$ cat config.mk
export PLATFORM = sky130hd
export DESIGN_NAME = nibble_packer_8
export DESIGN_NICKNAME = d
export VERILOG_FILES = /design/src/rtl/lcd_ctrl_pkg.sv /design/src/rtl/nibble_packer_8.sv
export SDC_FILE = /design/constraint.sdc
export NUM_CORES = 1
export LEC_CHECK = 0
export ABC_AREA = 1
export CAP_MARGIN = 20
export CORE_MARGIN = 4
export CORE_UTILIZATION = 45
export CTS_BUF_LIST = sky130_fd_sc_hd__clkbuf_8 sky130_fd_sc_hd__clkbuf_16
export DETAILED_ROUTE_END_ITERATION = 10
export GPL_TIMING_DRIVEN = 0
export PLACE_DENSITY_LB_ADDON = 0.05
export REMOVE_ABC_BUFFERS = 1
export SYNTH_ARGS = -nofsm -noshare
export SYNTH_HDL_FRONTEND = slang
export SYNTH_SLANG_ARGS = --single-unit
$ cat constraint.sdc
create_clock -name clk -period 3.6 [get_ports clk]
set_clock_uncertainty 0.15 [all_clocks]
set_input_delay 0.72 -clock clk [delete_from_list [all_inputs] [get_ports clk]]
set_output_delay 0.72 -clock clk [all_outputs]
set_load 0.02 [all_outputs]
$ cat src/rtl/lcd_ctrl_pkg.sv
// Shared types and constants for the LCD controller receive path (nibble packer).
// Holds nibble/word geometry, the packer state encoding and a nibble-insert helper.
package lcd_ctrl_pkg;

  localparam int NIB_W   = 4;
  localparam int NUM_NIB = 8;
  localparam int WORD_W  = NIB_W * NUM_NIB;
  localparam int IDX_W   = 3;

  typedef enum logic {
    PK_FILL = 1'b0,
    PK_HOLD = 1'b1
  } pk_state_e;

  // Returns 'word' with nibble slot 'idx' replaced by 'nib'.
  function automatic logic [WORD_W-1:0] put_nib(
    input logic [WORD_W-1:0] word,
    input logic [IDX_W-1:0]  idx,
    input logic [NIB_W-1:0]  nib
  );
    logic [WORD_W-1:0] w;
    w = word;
    w[idx*NIB_W +: NIB_W] = nib;
    return w;
  endfunction

endpackage

$ cat src/rtl/nibble_packer_8.sv
// Packs 4-bit nibbles (nibble 0 first) into 32-bit words with valid/ready on both sides.
// Optional partial-word flush is built when NIBBLE_PACKER_FLUSH_EN is defined.
module nibble_packer_8
  import lcd_ctrl_pkg::*;
#(
  parameter int NUM_NIB = 8,
  parameter int NIB_W   = 4
) (
  input  logic                     clk,
  input  logic                     rst,
  input  logic                     en,
  input  logic [NIB_W-1:0]         nib_in,
  input  logic                     nib_valid,
  output logic                     nib_ready,
  input  logic                     flush,
  output logic [IDX_W-1:0]         sel,
  output logic [NUM_NIB*NIB_W-1:0] word_out,
  output logic [IDX_W:0]           word_cnt,
  output logic                     word_valid,
  input  logic                     word_ready,
  output pk_state_e                dbg_state
);

  // Handshake rule on both sides: a transfer happens on a rising clk edge where
  // valid and ready are both high; valid must hold with stable data until then,
  // and ready may depend combinationally on en and state but never on valid.

  localparam int W = NUM_NIB * NIB_W;

  pk_state_e        r_state;
  pk_state_e        w_state_nxt;
  logic [IDX_W-1:0] r_idx;
  logic [IDX_W-1:0] w_idx_nxt;
  logic [W-1:0]     r_word;
  logic [W-1:0]     w_word_nxt;
  logic [IDX_W:0]   r_cnt;
  logic [IDX_W:0]   w_cnt_nxt;

  logic             w_accept;
  logic             w_last_nib;
  logic             w_flush_go;

  assign nib_ready  = ~rst & en & (r_state == PK_FILL);
  assign w_accept   = nib_valid & nib_ready;
  assign w_last_nib = (r_idx == IDX_W'(NUM_NIB - 1));

`ifdef NIBBLE_PACKER_FLUSH_EN
  logic [IDX_W:0] w_cnt_flush;

  // A flush only closes a word that holds at least one nibble, counting one
  // accepted in the same cycle.
  assign w_flush_go  = en & flush & ((r_idx != '0) | w_accept);
  assign w_cnt_flush = {1'b0, r_idx} + {{IDX_W{1'b0}}, w_accept};
`else
  logic w_unused_flush;

  assign w_flush_go     = 1'b0;
  assign w_unused_flush = flush;
`endif

  always_comb begin
    w_state_nxt = r_state;
    w_idx_nxt   = r_idx;
    w_word_nxt  = r_word;
    w_cnt_nxt   = r_cnt;
    case (r_state)
      PK_FILL: begin
        if (w_accept) begin
          w_word_nxt = put_nib(r_word, r_idx, nib_in);
          w_idx_nxt  = r_idx + {{(IDX_W-1){1'b0}}, 1'b1};
        end
        if (w_accept && w_last_nib) begin
          w_state_nxt = PK_HOLD;
          w_idx_nxt   = '0;
          w_cnt_nxt   = (IDX_W+1)'(NUM_NIB);
        end else if (w_flush_go) begin
          w_state_nxt = PK_HOLD;
          w_idx_nxt   = '0;
`ifdef NIBBLE_PACKER_FLUSH_EN
          w_cnt_nxt   = w_cnt_flush;
`endif
        end
      end
      PK_HOLD: begin
        // Consumption clears the word so unfilled slots of the next one read 0.
        if (word_ready) begin
          w_state_nxt = PK_FILL;
          w_idx_nxt   = '0;
          w_word_nxt  = '0;
          w_cnt_nxt   = '0;
        end
      end
      default: begin
        w_state_nxt = PK_FILL;
      end
    endcase
  end

  always_ff @(posedge clk) begin
    if (rst) begin
      r_state <= PK_FILL;
      r_idx   <= '0;
      r_word  <= '0;
      r_cnt   <= '0;
    end else begin
      r_state <= w_state_nxt;
      r_idx   <= w_idx_nxt;
      r_word  <= w_word_nxt;
      r_cnt   <= w_cnt_nxt;
    end
  end

  assign sel        = (r_state == PK_FILL) ? r_idx : '0;
  assign word_out   = r_word;
  assign word_cnt   = r_cnt;
  assign word_valid = (r_state == PK_HOLD);
  assign dbg_state  = r_state;

endmodule
; ---- After elaboration in Yosys (flattened, before gate mapping)
; Index checks and enable logic that the tools add are counted.
; W data, S select, Z words.
[totals]
reg_bits = 40
inputBits = 10
word_cells = 37
[classes]
add_sub_neg = 2
eq_ne = 5
shifts = 2
muxes = 15
bitwise = 5
n_reduce_logical = 4
[op_table]
columns = cell, n
row1 = $mux W32, 2
row2 = $pmux W32 S2, 1
row3 = $neg A5 Y34, 1
row4 = $shift A4 B34 Y32 const A, 1
row5 = $shiftx A4 B34 Y32, 1
row6 = $bwmux W32, 1
row7 = $mux W3, 4
row8 = $mux W4, 2
row9 = $pmux W4 S2, 1
row10 = $pmux W3 S2, 1
row11 = $reduce_and A2 Y1, 3
row12 = $ne A2 B2 Y1 const B, 2
row13 = $add A3 B1 Y3 const B, 1
row14 = $and A1 B1 Y1, 3
row15 = $eq A3 B3 Y1 const B, 1
row16 = $ne A3 B2 Y1 const B, 1
row17 = $mux W1, 2
row18 = $ne A2 B1 Y1 const B, 1
row19 = $not A1 Y1, 2
row20 = $pmux W1 S2, 1
row21 = $logic_and A1 B1 Y1, 1

; ---- Longest topological paths before layout
; Gate-level depths: netlist of run 1.
[logic_depth]
depth_word = 7
depth_mapped = 12
mapped_depth_nobuf = 12

; ---- Least setup slack after synthesis of run 1
; OpenSTA, ideal clock, no wires.
[synth_timing]
path_kind = reg-to-reg
from = register r_idx[0]
to = register r_word[0] (netlist: word_out[0])
arrival_time_ns = 1.692
slack_ns = 1.645
stages_incl_launch_ff = 10
n_path_buf = 0
synth_period_minus_slack_ns = 1.955
path_cell_list = dfxtp_1 > inv_2 > ha_1 > ha_1 > nor3_1 > nand2_1 > nand2_1 > nand2_2 > nor2_1 > nor2_1
[synth_via]
elab_chain_len = 5
elab_cells_between_ends = 6
cone_classes = add/sub (1) / shift (2) / mux (3)
[synth_rtl]
columns = element, line
row1 = start: declaration, nibble_packer_8.sv:32  ; logic [IDX_W-1:0] r_idx;
row2 = start signal: assignment, nibble_packer_8.sv:107  ; r_idx <= w_idx_nxt;
row3 = $neg A5 Y34 (*), lcd_ctrl_pkg.sv:23  ; w[idx*NIB_W +: NIB_W] = nib;
row4 = $shiftx A4 B34 Y32 / $shift A4 B34 Y32 (equally long branches), lcd_ctrl_pkg.sv:23
row5 = $bwmux W32 (*), lcd_ctrl_pkg.sv:23
row6 = $mux W32 (*), nibble_packer_8.sv:68  ; if (w_accept) begin
row7 = $pmux W32 S2 (*), nibble_packer_8.sv:66  ; case (r_state)
row8 = end signal: assignment, nibble_packer_8.sv:108  ; r_word <= w_word_nxt;
row9 = end: declaration, nibble_packer_8.sv:34  ; logic [W-1:0] r_word;
; Mark *: on every way between the ends. The rest lies on a longest branch, timed or not. The select of a mux whose other input is x is not followed.
; A chain may end at the register's enable or synchronous reset.

; ---- Final worst setup path of run 1
[layout_timing]
from = input rst
to = output nib_ready
[layout_via]
elab_chain_len = 3
[layout_rtl]
columns = element, line
row1 = start: declaration, nibble_packer_8.sv:10  ; input logic rst,
row2 = $not A1 Y1, nibble_packer_8.sv:43  ; assign nib_ready = ~rst & en & (r_state == PK_FILL);
row3 = $and A1 B1 Y1 (2 in a row), nibble_packer_8.sv:43
row4 = end: declaration, nibble_packer_8.sv:14  ; output logic nib_ready,
; Every way passes these cells.

==> results of run 1 <==
==> worst min path at each step <==
stage	startpoint	to	slack (ns)	cells after the start
CTS	word_out[8]$_SDFFE_PP0P_	word_out[8]$_SDFFE_PP0P_	0.31	2
floorplan	r_idx[2]$_SDFFE_PP0P_	r_idx[2]$_SDFFE_PP0P_	0.32	2
finish	word_out[8]$_SDFFE_PP0P_	word_out[8]$_SDFFE_PP0P_	0.31	2
global route	word_out[16]$_SDFFE_PP0P_	word_out[16]$_SDFFE_PP0P_	0.33	2
detailed placement	word_out[8]$_SDFFE_PP0P_	word_out[8]$_SDFFE_PP0P_	0.30	2
global placement	word_out[16]$_SDFFE_PP0P_	word_out[16]$_SDFFE_PP0P_	0.30	2
==> worst max-delay path: cells and delay by family <==
kind / cells / cell delay, ns
buffers and inverters: 4 / 1.37
and+or+nand+nor: 2 / 0.19
==> layout make-up <==
type	count	area, sq um	share of cell area (%)
multi-input combinational	191	924.6	37.78
sequential	37	740.7	30.27
timing repair buffer	48	496.7	20.30
inverter	29	108.9	4.448
clock buffer	6	82.58	3.374
tap	48	60.06	2.454
clock inverter	2	33.78	1.380
==> routing by layer <==
layer / up-vias / part of all wire, %
li1: 931 / -
met4: 0 / 1.6
met1: 769 / 46
met3: 7 / 6.9
met5: - / 0
met2: 46 / 46
==> cell families (layout without fill, tap and decap cells) <==
group	Yosys count	after routing	share of synthesized area, %
compound gates	32	32	8.719
buf+inv	40	85	9.742
fa+ha+maj	7	7	4.768
other cells	1	3	0.2042
flops	37	37	40.33
simple gates	149	149	36.24
==> stage by stage <==
stage,worst slack [ns],utilization [%]
2_1_floorplan,1.633,-
3_3_place_gp,-0.2008,60.67
3_5_place_dp,-0.2081,60.67
4_1_cts,0.06586,63.70
5_1_grt,0.3735,64.43
6_report,0.4657,64.43
==> repair_timing <==
item                       CTS  global route
buffers inserted             0             0
setup endpoints to repair    1             0
resized for setup            1             0
==> state kept, by name, indices dropped and copies added, names as in the netlist <==
signal     flops
word_out      32
r_idx          3
word_cnt       1
dbg_state      1
==> where the power goes <==
part	switching [uW]	internal, uW	leakage [uW]
Sequential	3.56	413	0.000298
Combinational	62.3	33.7	0.000693
Clock	137	223	0.0000626
Total	203	669	0.00105
==> cell usage in the layout, fill, tap and decap left out <==
cell and count:
ha_1 7, inv_1 28, nor2_1 27, buf_16 1, clkbuf_8 6, clkdlybuf4s50_1 46, nand2_4 2, nor2_2 2
or2_2 1, inv_2 2, o21ai_1 1, nor3b_1 1, a21oi_1 30, nor3_1 6, bufinv_16 1, dfxtp_1 37
nand2_2 3, nor2_4 1, nand4_1 2, nand2_1 70, dlygate4sd2_1 1, nand3_1 31, nand3_2 1, o21ai_0 1
conb_1 3, nand3b_1 2
==> flow_summary.json, run 1 <==
{
  "required_ns": 2.73,
  "drtIter0Drc": 115,
  "reg2reg_depth": 7,
  "first_pass_iters": 5,
  "yosysWarnings": 0,
  "finalHoldViolCount": 0,
  "grt.busiest_layer": "met2",
  "fin_area_sq_um": 2447,
  "post_dp_cell_area_sq_um": 2305,
  "final_cells": 361,
  "nNetsFinal": 329,
  "synth_area_leaders": "dfxtp_1 40%, nand2_1 14%, nand3_1 8.4%",
  "critPathLaunchType": "primary input",
  "clock_latency_ns": 0.28,
  "p_per_area_nw_per_um2": 356.1,
  "grt_max_degree": 33,
  "synth_flop_cell": "dfxtp_1",
  "min_period_over_period_pct": 87.06,
  "critPathKind": "in2out",
  "synth_area_sq_um": 1837,
  "cts-htree-levels": 2,
  "numCtsBuffers": 5,
  "yosys-top-cells-count": "70 x nand2_1, 37 x dfxtp_1, 31 x nand3_1",
  "synth_most_common_cell": "nand2_1",
  "setup_viol": 0,
  "antenna_found_initial": 0,
  "cts_sinks": 37,
  "arrival_ns": 2.26,
  "r2r-end": "word_out[12]$_SDFFE_PP0P_",
  "endpoint_kind": "output pin",
  "wl_mm": 4.311,
  "start_util_pct": 48.35,
  "tightest_slew_ns": 0.6275,
  "wl_per_cell_um": 11.94,
  "gp_congestion": 0.9168,
  "synth_area_per_cell_sq_um": 6.905,
  "critPathCapture": "nib_ready",
  "grt_pass1_wl_mm": 7.162,
  "grt_pass1_vias": 1643,
  "p_leak_uw": 0.001054,
  "grt_use_met2_pct": 27.76,
  "num_vias": 1753,
  "drv_cap": 0,
  "finalSetupTns_ns": 0,
  "total_power_uw": 871.6,
  "die_area_sq_um": 5168,
  "clock_path_buffers": 2,
  "drive_gt1_share_pct": 6.390,
  "r2r-start": "r_idx[0]$_SDFFE_PP0P_",
  "synthArstFlopShare_pct": 0,
  "avgViaCountPerCell": 4.856,
  "holdWs_ns": 0.3107,
  "rsz0062_at_grt": "no",
  "dp.cells": 352,
  "grtUsageTotal_pct": 17.14,
  "synth_top_area_share_pct": 40.33,
  "ios": 52,
  "slew_viol_final": 0,
  "outcome": "finished, final reports clean",
  "crit_chain": "dlygate4sd2_1 -> buf_16 -> inv_2 -> nand2_2 -> nor2_4 -> clkdlybuf4s50_1",
  "clkTransAtPathRegs_ns": 0.07,
  "slew_headroom_pct": 57.85,
  "ant_nets": 0,
  "ir_drop_v": 0.0002385,
  "portBuffers": 47,
  "area.growth.synth_to_final_pct": 33.24,
  "hold_path_class": "reg2reg",
  "synth_cells": 266,
  "synth_enable_flop_cells": 0,
  "fillers": 372,
  "grtUsageMet1_pct": 22.25,
  "fp.dieH_um": 71.89,
  "synth_area_leader_cell": "dfxtp_1",
  "cp_max_fo": 21,
  "place_hpwl_mm": 3.122,
  "route.detailed.drc": 0,
  "slowest_stage": "clkdlybuf4s50_1",
  "use_met3_pct": 4.017,
  "dieWidth_um": 71.89,
  "rrSetupSlack_ns": 1.37,
  "critPathMaxStageDelay_ns": 0.62,
  "synth_seq_cells": 37,
  "cp-startpoint": "rst",
  "period_minus_slack_ns": 3.134,
  "cts-hold-fix-buffers": 0,
  "synth_cell_type_count": 25,
  "grt-ovfl-total": 0,
  "rows": 22,
  "core_sq_um": 3799,
  "fmax_ghz": 0.3191,
  "cts_tree": "built",
  "seq_area_frac_synth_pct": 40.33,
  "cts-root-buf": "clkbuf_8",
  "antenna_cells": 0
}
Power figures use the tool's default switching activity.
==> run 2, diff against run 1 <==
Settings changed: MAX_ROUTING_LAYER from default to met4.
Clock period 3.6 ns to 2.97 ns, I/O delays scaled along.
==> flow_summary.json, run 2 (synthesis gave the netlist of run 1 again) <==
{
  "rrSetupSlack_ns": 0.70,
  "finalHoldViolCount": 0,
  "num_vias": 1781,
  "cts-htree-levels": 2,
  "cp_max_fo": 32,
  "area.growth.synth_to_final_pct": 31.54,
  "fillers": 383,
  "ant_nets": 0,
  "total_power_uw": 1057,
  "holdWs_ns": 0.3116,
  "clock_latency_ns": 0.28,
  "cts_resized": 3,
  "ios": 52,
  "route.detailed.drc": 0,
  "portBuffers": 47,
  "place_hpwl_mm": 3.105,
  "rsz0062_at_grt": "no",
  "regArea_sq_um": 740.7,
  "ir_drop_v": 0.0002613,
  "layout_common_cells": "70 x nand2_1, 46 x clkdlybuf4s50_1, 37 x dfxtp_1",
  "drive_gt1_share_pct": 6.410,
  "grtUsageTotal_pct": 17.77,
  "wl_mm": 4.322,
  "hold_path_class": "reg2reg",
  "cts-hold-fix-buffers": 0,
  "crit_family": "buffers and inverters",
  "p_per_area_nw_per_um2": 437.5,
  "p_leak_uw": 0.001040,
  "min_period_over_period_pct": 90.08,
  "antenna_found_initial": 0,
  "crit_buf_inv": 3,
  "critPathKind": "in2out",
  "cts-root-buf": "clkbuf_8",
  "clock_path_buffers": 2,
  "wl_per_cell_um": 12.01,
  "largest_register_ffs": 32,
  "arrival_ns": 1.93,
  "numCtsBuffers": 5,
  "period_minus_slack_ns": 2.675,
  "critPathCapture": "nib_ready",
  "grt_pass1_vias": 1639,
  "endpoint_kind": "output pin",
  "r2r-start": "r_idx[0]$_SDFFE_PP0P_",
  "cts_tree": "built",
  "grt_max_degree": 33,
  "drv_cap": 0,
  "required_ns": 2.23,
  "grt_pass1_wl_mm": 7.272,
  "gp_congestion": 0.9289,
  "grt-ovfl-total": 0,
  "multi_input_area_sq_um": 924.6,
  "tightest_slew_ns": 0.6522,
  "antenna_cells": 0,
  "cp-startpoint": "rst",
  "rows": 22,
  "crit_chain": "buf_2 -> inv_2 -> nand2_2 -> nor2_4 -> clkdlybuf4s50_1",
  "setup_viol": 0,
  "first_pass_iters": 4,
  "cts_sinks": 37,
  "critPathLaunchType": "primary input",
  "fp.dieH_um": 71.89,
  "outcome": "finished, final reports clean",
  "core_sq_um": 3799,
  "final_common_cell": "nand2_1",
  "r2r-end": "word_out[19]$_SDFFE_PP0P_",
  "fmax_ghz": 0.3738,
  "slew_viol_final": 0,
  "drtIter0Drc": 109,
  "slew_headroom_pct": 56.19,
  "dieWidth_um": 71.89,
  "path_depth": 5,
  "avgViaCountPerCell": 4.947,
  "start_util_pct": 48.35,
  "slowest_stage": "clkdlybuf4s50_1",
  "critPathMaxStageDelay_ns": 0.55,
  "nNetsFinal": 328,
  "reg2reg_depth": 11,
  "die_area_sq_um": 5168,
  "clkTransAtPathRegs_ns": 0.07,
  "post_cts_buffers": 0
}
-- run 2: cell type report --
cell class                      instances  area share [%]
Inverter                               29           4.505
Sequential cell                        37           30.66
Tap cell                               48           2.486
Clock buffer                            6           3.418
Timing Repair Buffer                   47           19.26
Multi-Input combinational cell        191           38.27
Clock inverter                          2           1.398
-- run 2: how the worst min path moves through the flow --
stage | from | endpoint | slack [ns] | depth (start not counted)
2_1_floorplan | r_idx[2]$_SDFFE_PP0P_ | r_idx[2]$_SDFFE_PP0P_ | 0.32 | 2
3_3_place_gp | word_out[16]$_SDFFE_PP0P_ | word_out[16]$_SDFFE_PP0P_ | 0.30 | 2
3_5_place_dp | word_out[16]$_SDFFE_PP0P_ | word_out[16]$_SDFFE_PP0P_ | 0.30 | 2
4_1_cts | word_out[16]$_SDFFE_PP0P_ | word_out[16]$_SDFFE_PP0P_ | 0.31 | 2
5_1_grt | word_cnt[3]$_SDFFE_PP0P_ | word_cnt[3]$_SDFFE_PP0P_ | 0.33 | 2
6_report | word_out[23]$_SDFFE_PP0P_ | word_out[23]$_SDFFE_PP0P_ | 0.31 | 2
-- run 2: power by group --
part	switching (uW)	leakage (uW)	internal, uW
combinational	75.5	0.000679	36.9
sequential	4.31	0.000298	500
clock	170	0.0000626	270
total	250	0.00104	807
-- run 2: tightest hold or removal path: stages, from the launching register on --
cell and delay, ns:
dfxtp_1 0.31, nand2_1 0.06, a21oi_1 0.05
-- run 2: routing by layer --
metal,routed length (um),share of wire [%],GRT usage [%],vias up
li1,-,-,-,929
met5,0,0,-,-
met4,22,0.51,3.758,0
met1,2114,49,23.44,807
met2,1992,46,28.16,43
met3,193,4.5,3.740,2
-- run 2: stage by stage --
| step | instances | setup TNS, ns | instance area [sq um] | setup slack (ns) | util [%] |
|---|---|---|---|---|---|
| 2_1_floorplan | 257 | 0 | 1774 | 1.003 | - |
| 3_3_place_gp | 352 | -6.523 | 2305 | -0.5868 | 60.67 |
| 3_5_place_dp | 352 | -7.767 | 2305 | -0.6092 | 60.67 |
| 4_1_cts | 360 | 0 | 2422 | 0.06938 | 63.77 |
| 5_1_grt | 360 | 0 | 2416 | 0.1675 | 63.60 |
| 6_report | 360 | 0 | 2416 | 0.2946 | 63.60 |
